$ cat config.mk
export PLATFORM = sky130hd
export DESIGN_NAME = adam_axil_demux_decerr
export DESIGN_NICKNAME = d
export VERILOG_FILES = /design/src/rtl/adam_axil_demux_decerr.sv
export SDC_FILE = /design/constraint.sdc
export NUM_CORES = 1
export LEC_CHECK = 0
export CAP_MARGIN = 20
export CORE_AREA = 5 5 386 388
export DETAILED_ROUTE_END_ITERATION = 8
export DIE_AREA = 0 0 391 393
export SYNTH_ARGS = -nofsm -noshare
export SYNTH_HDL_FRONTEND = slang
export SYNTH_SLANG_ARGS = --single-unit
$ cat constraint.sdc
create_clock -name clk -period 9 [get_ports clk]
set_input_delay 1.8 -clock clk [delete_from_list [all_inputs] [get_ports clk]]
set_output_delay 1.8 -clock clk [all_outputs]
set_load 0.03 [all_outputs]
$ cat src/rtl/adam_axil_demux_decerr.sv
// -----------------------------------------------------------------------------
// adam_axil_demux_decerr
// AXI-Lite 1-to-NO_MSTS address router with a built-in decode-error slave.
// Accesses outside every rule are answered locally with DECERR. While a
// direction has transactions in flight it stays locked to one target, so
// responses return in order. A pause handshake drains the block before
// acknowledging.
//
// Ports
//   clk, rst             fabric clock, synchronous active-high reset
//   pause_req/pause_ack  quiesce request / registered acknowledge
//   map_start/map_end    packed rule table, rule i at [i*ADDR_WIDTH +: ADDR_WIDTH]
//   s_aw/s_w/s_b         upstream write channels (slave side)
//   s_ar/s_r             upstream read channels (slave side)
//   m_*                  per-target channels, target i in slice i
// -----------------------------------------------------------------------------
module adam_axil_demux_decerr #(
    parameter int unsigned ADDR_WIDTH = 32,
    parameter int unsigned DATA_WIDTH = 32,
    parameter int unsigned NO_MSTS    = 4,
    parameter int unsigned MAX_TRANS  = 7
) (
    input  logic                            clk,
    input  logic                            rst,
    input  logic                            pause_req,
    output logic                            pause_ack,
    input  logic [NO_MSTS*ADDR_WIDTH-1:0]   map_start,
    input  logic [NO_MSTS*ADDR_WIDTH-1:0]   map_end,
    // upstream
    input  logic [ADDR_WIDTH-1:0]           s_aw_addr,
    input  logic                            s_aw_valid,
    output logic                            s_aw_ready,
    input  logic [DATA_WIDTH-1:0]           s_w_data,
    input  logic [DATA_WIDTH/8-1:0]         s_w_strb,
    input  logic                            s_w_valid,
    output logic                            s_w_ready,
    output logic [1:0]                      s_b_resp,
    output logic                            s_b_valid,
    input  logic                            s_b_ready,
    input  logic [ADDR_WIDTH-1:0]           s_ar_addr,
    input  logic                            s_ar_valid,
    output logic                            s_ar_ready,
    output logic [DATA_WIDTH-1:0]           s_r_data,
    output logic [1:0]                      s_r_resp,
    output logic                            s_r_valid,
    input  logic                            s_r_ready,
    // downstream targets
    output logic [NO_MSTS*ADDR_WIDTH-1:0]   m_aw_addr,
    output logic [NO_MSTS-1:0]              m_aw_valid,
    input  logic [NO_MSTS-1:0]              m_aw_ready,
    output logic [NO_MSTS*DATA_WIDTH-1:0]   m_w_data,
    output logic [NO_MSTS*DATA_WIDTH/8-1:0] m_w_strb,
    output logic [NO_MSTS-1:0]              m_w_valid,
    input  logic [NO_MSTS-1:0]              m_w_ready,
    input  logic [NO_MSTS*2-1:0]            m_b_resp,
    input  logic [NO_MSTS-1:0]              m_b_valid,
    output logic [NO_MSTS-1:0]              m_b_ready,
    output logic [NO_MSTS*ADDR_WIDTH-1:0]   m_ar_addr,
    output logic [NO_MSTS-1:0]              m_ar_valid,
    input  logic [NO_MSTS-1:0]              m_ar_ready,
    input  logic [NO_MSTS*DATA_WIDTH-1:0]   m_r_data,
    input  logic [NO_MSTS*2-1:0]            m_r_resp,
    input  logic [NO_MSTS-1:0]              m_r_valid,
    output logic [NO_MSTS-1:0]              m_r_ready
);

    localparam int unsigned TW = $clog2(NO_MSTS + 1);
    localparam int unsigned CW = $clog2(MAX_TRANS + 1);
    localparam logic [TW-1:0] ERR_T = TW'(NO_MSTS);
    localparam logic [CW-1:0] MAX_C = CW'(MAX_TRANS);
    localparam logic [1:0]    DECERR = 2'b11;

    // Lowest matching rule wins; empty rules (start >= end) never match.
    function automatic logic [TW-1:0] decode(input logic [ADDR_WIDTH-1:0] addr);
        logic [TW-1:0] t;
        logic          found;
        t     = ERR_T;
        found = 1'b0;
        for (int i = 0; i < int'(NO_MSTS); i++) begin
            if (!found && addr >= map_start[i*ADDR_WIDTH +: ADDR_WIDTH]
                       && addr <  map_end[i*ADDR_WIDTH +: ADDR_WIDTH]) begin
                t     = TW'(i);
                found = 1'b1;
            end
        end
        return t;
    endfunction

    function automatic logic [ADDR_WIDTH-1:0] offset(input logic [ADDR_WIDTH-1:0] addr,
                                                     input logic [TW-1:0]         tgt);
        logic [ADDR_WIDTH-1:0] o;
        o = addr;
        for (int i = 0; i < int'(NO_MSTS); i++) begin
            if (tgt == TW'(i)) o = addr - map_start[i*ADDR_WIDTH +: ADDR_WIDTH];
        end
        return o;
    endfunction

    function automatic logic [CW-1:0] step(input logic [CW-1:0] cnt, input logic inc,
                                           input logic dec);
        logic [CW-1:0] n;
        n = cnt;
        if (inc && !dec)      n = cnt + CW'(1);
        else if (!inc && dec) n = cnt - CW'(1);
        return n;
    endfunction

    logic [TW-1:0] aw_tgt, ar_tgt, w_tgt, wlock_q, rlock_q;
    logic [CW-1:0] wcnt_q, wcnt_d, rcnt_q, rcnt_d, wpend_q, wpend_d;
    logic [CW-1:0] errb_q, errb_d, errr_q, errr_d;
    logic          pause_ack_q, pause_ack_d;
    logic          aw_acc, ar_acc, aw_sel_rdy, ar_sel_rdy, w_sel_rdy, w_en;
    logic          aw_hs, ar_hs, w_hs, b_hs, r_hs;

    // Address decode and AW/AR pass-through.
    always_comb begin
        aw_tgt     = decode(s_aw_addr);
        ar_tgt     = decode(s_ar_addr);
        aw_acc     = !rst && !pause_req && (wcnt_q < MAX_C) &&
                     (wcnt_q == '0 || aw_tgt == wlock_q);
        ar_acc     = !rst && !pause_req && (rcnt_q < MAX_C) &&
                     (rcnt_q == '0 || ar_tgt == rlock_q);
        aw_sel_rdy = (aw_tgt == ERR_T);
        ar_sel_rdy = (ar_tgt == ERR_T);
        m_aw_valid = '0;
        m_ar_valid = '0;
        for (int i = 0; i < int'(NO_MSTS); i++) begin
            if (aw_tgt == TW'(i)) aw_sel_rdy = m_aw_ready[i];
            if (ar_tgt == TW'(i)) ar_sel_rdy = m_ar_ready[i];
            m_aw_valid[i] = s_aw_valid && aw_acc && (aw_tgt == TW'(i));
            m_ar_valid[i] = s_ar_valid && ar_acc && (ar_tgt == TW'(i));
        end
        s_aw_ready = aw_acc && aw_sel_rdy;
        s_ar_ready = ar_acc && ar_sel_rdy;
        aw_hs      = s_aw_valid && s_aw_ready;
        ar_hs      = s_ar_valid && s_ar_ready;
        m_aw_addr  = {NO_MSTS{offset(s_aw_addr, aw_tgt)}};
        m_ar_addr  = {NO_MSTS{offset(s_ar_addr, ar_tgt)}};
    end

    // W follows an accepted AW; with none pending it may ride the AW accepted this cycle.
    always_comb begin
        w_en      = !rst && (wpend_q != '0 || aw_hs);
        w_tgt     = (wpend_q != '0) ? wlock_q : aw_tgt;
        w_sel_rdy = (w_tgt == ERR_T);
        m_w_valid = '0;
        for (int i = 0; i < int'(NO_MSTS); i++) begin
            if (w_tgt == TW'(i)) w_sel_rdy = m_w_ready[i];
            m_w_valid[i] = s_w_valid && w_en && (w_tgt == TW'(i));
        end
        s_w_ready = w_en && w_sel_rdy;
        w_hs      = s_w_valid && s_w_ready;
        m_w_data  = {NO_MSTS{s_w_data}};
        m_w_strb  = {NO_MSTS{s_w_strb}};
    end

    // B/R return only from the locked target while transactions are in flight.
    always_comb begin
        s_b_valid = 1'b0;
        s_b_resp  = 2'b00;
        m_b_ready = '0;
        s_r_valid = 1'b0;
        s_r_resp  = 2'b00;
        s_r_data  = '0;
        m_r_ready = '0;
        if (!rst && wcnt_q != '0) begin
            if (wlock_q == ERR_T) begin
                s_b_valid = (errb_q != '0);
                s_b_resp  = DECERR;
            end
            for (int i = 0; i < int'(NO_MSTS); i++) begin
                if (wlock_q == TW'(i)) begin
                    s_b_valid    = m_b_valid[i];
                    s_b_resp     = m_b_resp[i*2 +: 2];
                    m_b_ready[i] = s_b_ready;
                end
            end
        end
        if (!rst && rcnt_q != '0) begin
            if (rlock_q == ERR_T) begin
                s_r_valid = (errr_q != '0);
                s_r_resp  = DECERR;
            end
            for (int i = 0; i < int'(NO_MSTS); i++) begin
                if (rlock_q == TW'(i)) begin
                    s_r_valid    = m_r_valid[i];
                    s_r_resp     = m_r_resp[i*2 +: 2];
                    s_r_data     = m_r_data[i*DATA_WIDTH +: DATA_WIDTH];
                    m_r_ready[i] = s_r_ready;
                end
            end
        end
        b_hs = s_b_valid && s_b_ready;
        r_hs = s_r_valid && s_r_ready;
    end

    // Counter next-state; pause_ack looks at post-update counts so it rises right after the last response.
    always_comb begin
        wcnt_d      = step(wcnt_q, aw_hs, b_hs);
        rcnt_d      = step(rcnt_q, ar_hs, r_hs);
        wpend_d     = step(wpend_q, aw_hs, w_hs);
        errb_d      = step(errb_q, w_hs && w_tgt == ERR_T, b_hs && wlock_q == ERR_T);
        errr_d      = step(errr_q, ar_hs && ar_tgt == ERR_T, r_hs && rlock_q == ERR_T);
        pause_ack_d = pause_req && wcnt_d == '0 && rcnt_d == '0 && wpend_d == '0;
    end

    always_ff @(posedge clk) begin
        if (rst) begin
            wcnt_q      <= '0;
            rcnt_q      <= '0;
            wpend_q     <= '0;
            errb_q      <= '0;
            errr_q      <= '0;
            wlock_q     <= '0;
            rlock_q     <= '0;
            pause_ack_q <= 1'b0;
        end else begin
            wcnt_q      <= wcnt_d;
            rcnt_q      <= rcnt_d;
            wpend_q     <= wpend_d;
            errb_q      <= errb_d;
            errr_q      <= errr_d;
            pause_ack_q <= pause_ack_d;
            if (aw_hs) wlock_q <= aw_tgt;
            if (ar_hs) rlock_q <= ar_tgt;
        end
    end

    assign pause_ack = pause_ack_q;

endmodule

==> impl_metrics.yaml <==
critical_path:
  crit_family: "compound AO/OA/AOI/OAI gates"
  crit_arrival_ps: 7020
  path_max_fanout: 9
  r2r_start: "wcnt_q[0]"
  cp_slowest_cell: "clkdlybuf4s50_1"
  cp_cell_sequence: "clkdlybuf4s50_1 -> ha_1 -> a21oi_1 -> o21ai_0 -> a221oi_1 -> o2111ai_1 -> a41oi_1 -> o32a_2 -> o21ai_1 -> a21oi_1 -> mux2_2 -> or4b_4 -> nand2_1 -> nand3_1 -> nor3_1 -> buf_4 -> buf_12"
  r2r_setup_slack_ps: 5050
  reg2reg_depth: 14
  cp-start-kind: "primary input"
  critPathKind: "in2out"
  path_buf_inv: 3
  worst_setup_path_end_kind: "output pin"
  r2r-end: "errb_q[2]"
  slowest_delay_ps: 840
  cp.required_ps: 7200
  cpMostUsedCell: "a21oi_1"
final_layout:
  area_delta_synth_final_pct: 37.7
  fin_nets: 5465
  fillerInstances: 16100
  drive_above_1_share: 0.136
  fin_area_sq_mm: 0.0362
  final_core_util: 0.250
  instances_no_fill: 6336
sta:
  min_period_over_period: 0.980
  rsz0062_at_grt: "false"
  tightest_slew_ps: 1170
  period_needed_ps: 8820
  fin_tns_setup_ps: 0
  drv_slew: 0
  relSlewSlack: 0.214
  setup_viol: 0
  finClkSkew_ps: 7.60
  max_freq_mhz: 113
  hold_viol_final: 0
run_status:
  status: "finished clean"
synth:
  avgSynthCellArea_sq_um: 6.93
  synth.area.top_cells: "ha_1, buf_4, a21oi_1"
  ys_ff_latch: 22
  synth_edf_count: 0
  ys.flop_type: "dfxtp_1"
  synth-async-reset-ratio: 0
  synthCells: 3795
  netlist_area_sq_mm: 0.0263
  synth_cell_types: 97
  post-synth-top-area-cell: "ha_1"
  synth.top_cell.area_share: 0.245
  yosysWarningCount: 0
  synth.yosys.seq_area_share: 0.0167
  synth_nets: 4848
floorplanning:
  start_util: 0.181
  die_area_sq_mm: 0.154
  die_height_microns: 393
  rows: 140
  die_x_microns: 391
  core_area_sq_mm: 0.145
  num_io_pins: 990
grt:
  gr-total-overflow: 0
  grt_util_all_layers: 0.212
  grt_max_degree: 50
  grt_pass1_wl_microns: 231000
  antenna_found_initial: 30
  first_global_vias: 29200
power_and_ir_drop:
  total_power_mw: 5.19
  intPower_mw: 2.20
  switchingPower_mw: 2.99
  p_leak_nw: 16.5
  switching_share: 0.576
  p_comb_frac: 0.956
  clockPowerShare: 0.019
  seq_power_share: 0.025
  peakVddDrop_v: 0.000151
  powerDensity_mw_per_mm2: 143
cts:
  cts_sinks: 22
  htreeDepth: 1
  cts_tree: "yes"
  post_cts_buffers: 0
  cts_max_path_buffers: 2
  path_clk_slew_ps: 60
  cts_buffers: 3
  ctsRootBufferMaster: "clkbuf_16"
  insertion_delay_ps: 260
routing:
  vias: 31100
  met1_length_microns: 74700
  top_layer: "met5"
  firstDrtPassIters: 5
  routedWlPerCell_microns: 27.6
  routed_wl_microns: 175000
  drc: 0
  route.met2.wl_microns: 77700
  drtAntennaViolNets: 0
  drt_iter0_drc: 3128
  vias_per_cell: 4.92
  dr_wl_met3_microns: 15000
placement:
  routabilityCongestion: 0.987
  dp_hpwl_microns: 157000
  place_inst: 6323
  placed_area_sq_mm: 0.0361
  numPortBuffers: 809
worst_hold_path:
  hold_path_depth: 2
  min_path_type: "reg2reg"
  min_to: "errr_q[2]"
  hp-start: "errr_q[2]"
run:
  cap_violations: 0
## worst register-to-register path: cells and delay by family (launching register included)
family                   cells  cell delay [ps]
flip-flops                   1              350
buffers and inverters        3              420
XOR/XNOR                     1              170
adder cells (fa/ha/maj)      4             1110
AND/OR/NAND/NOR              3              920
multiplexers                 1              300
AO/OA/AOI/OAI                2              610
## cell type report
type                            count  area (sq um)  area share
Tap cell                         1917          2400      0.0662
Inverter                          333          1250      0.0345
Clock buffer                        3          75.1     0.00207
Sequential cell                    22           443      0.0122
Antenna cell                        9          22.5    0.000622
Multi-Input combinational cell   3018         21800       0.601
Timing Repair Buffer             1034         10200       0.283
## registers in the layout, summed over array words and instances, names as in the netlist
name	flops
errr_q	3
pause_ack	1
wlock_q	3
wpend_q	3
errb_q	3
wcnt_q	3
rlock_q	3
rcnt_q	3
## Yosys cell counts (all sizes together), types with 11 or more instances
cell type  count
nand4         76
o31a          11
a211oi        52
a311oi        11
nand3         84
or3           24
xor2          76
a22oi         14
nand2b        56
nor3          83
inv          333
o21a          45
o211ai        35
nor2         287
mux2          40
a21o         121
dfxtp         22
a21boi        11
buf          358
o221ai        13
o31ai         15
o21bai        35
or2           21
and2          17
mux2i         28
nand2        259
o21ai        270
a21oi        354
a31oi         27
o22ai         55
a211o         12
ha           515
and3          27
xnor2        130
nor2b         47
o2111ai       19
a41oi         11
nor4          17
a221oi        13
clkbuf        64
## worst max path at each step
stage	start	end	depth (start not counted)
after floorplan	s_ar_addr[0]	m_ar_addr[114]	17
after global placement	s_aw_addr[13]	m_aw_addr[94]	17
after detailed placement	s_aw_addr[13]	m_aw_addr[94]	17
after CTS	s_aw_addr[13]	m_aw_addr[94]	17
after global routing	map_start[65]	m_ar_addr[95]	20
final	s_aw_addr[9]	m_w_valid[1]	17
## layer usage
layer | track usage | vias up
met5 | 0 | -
met4 | 0.0751 | 20
met3 | 0.0417 | 233
met2 | 0.341 | 1486
met1 | 0.282 | 14700
li1 | - | 14700
## through the flow
stage | hold WS [ps] | setup slack, ps
4_1_cts | 491 | 40.2
6_report | 491 | 178
2_1_floorplan | 455 | 1030
3_3_place_gp | 470 | 94.4
3_5_place_dp | 483 | 89.8
5_1_grt | 560 | 8.30
## power groups by stage
stage | clock (mW) | sequential (mW) | combinational (mW)
floorplan | 0 | 0.128 | 3.07
global placement | 0 | 0.130 | 4.96
detailed placement | 0 | 0.131 | 4.97
CTS | 0.0999 | 0.129 | 4.99
global route | 0.103 | 0.132 | 5.27
finish | 0.0982 | 0.130 | 4.96
## cell usage in the layout, fill, tap and decap left out, types with 27 or more instances in the layout
| master | count |
|---|---|
| o21ai_0 | 262 |
| nor2b_1 | 47 |
| a31oi_1 | 27 |
| nand4_1 | 76 |
| nor2_1 | 284 |
| clkdlybuf4s50_1 | 534 |
| o21a_1 | 45 |
| nand2_1 | 258 |
| ha_1 | 515 |
| mux2_2 | 40 |
| buf_12 | 90 |
| xor2_1 | 76 |
| a211oi_1 | 51 |
| and3_1 | 27 |
| inv_1 | 333 |
| xnor2_1 | 130 |
| nand3_1 | 84 |
| nand2b_1 | 56 |
| a21oi_1 | 352 |
| mux2i_1 | 28 |
| o21bai_1 | 34 |
| a21o_1 | 121 |
| nor3_1 | 81 |
| o22ai_1 | 55 |
| o211ai_1 | 34 |
| buf_4 | 405 |
## cell families (layout without fill, tap and decap cells)
kind of cell | Yosys count | count (layout) | share of synthesized area
buf+inv | 755 | 1370 | 0.156
xor+xnor | 206 | 206 | 0.0686
flops | 22 | 22 | 0.0167
simple gates | 1022 | 1022 | 0.187
other cells | 0 | 9 | 0
fa+ha+maj | 526 | 526 | 0.253
compound gates | 1195 | 1195 | 0.290
mux | 69 | 69 | 0.0286
## repair_timing
item / in CTS / in global routing
setup endpoints to repair: 0 / 12
hold buffers: 0 / 0
gates resized for setup: 0 / 6
Note: power is estimated with default switching activity, not from simulation.
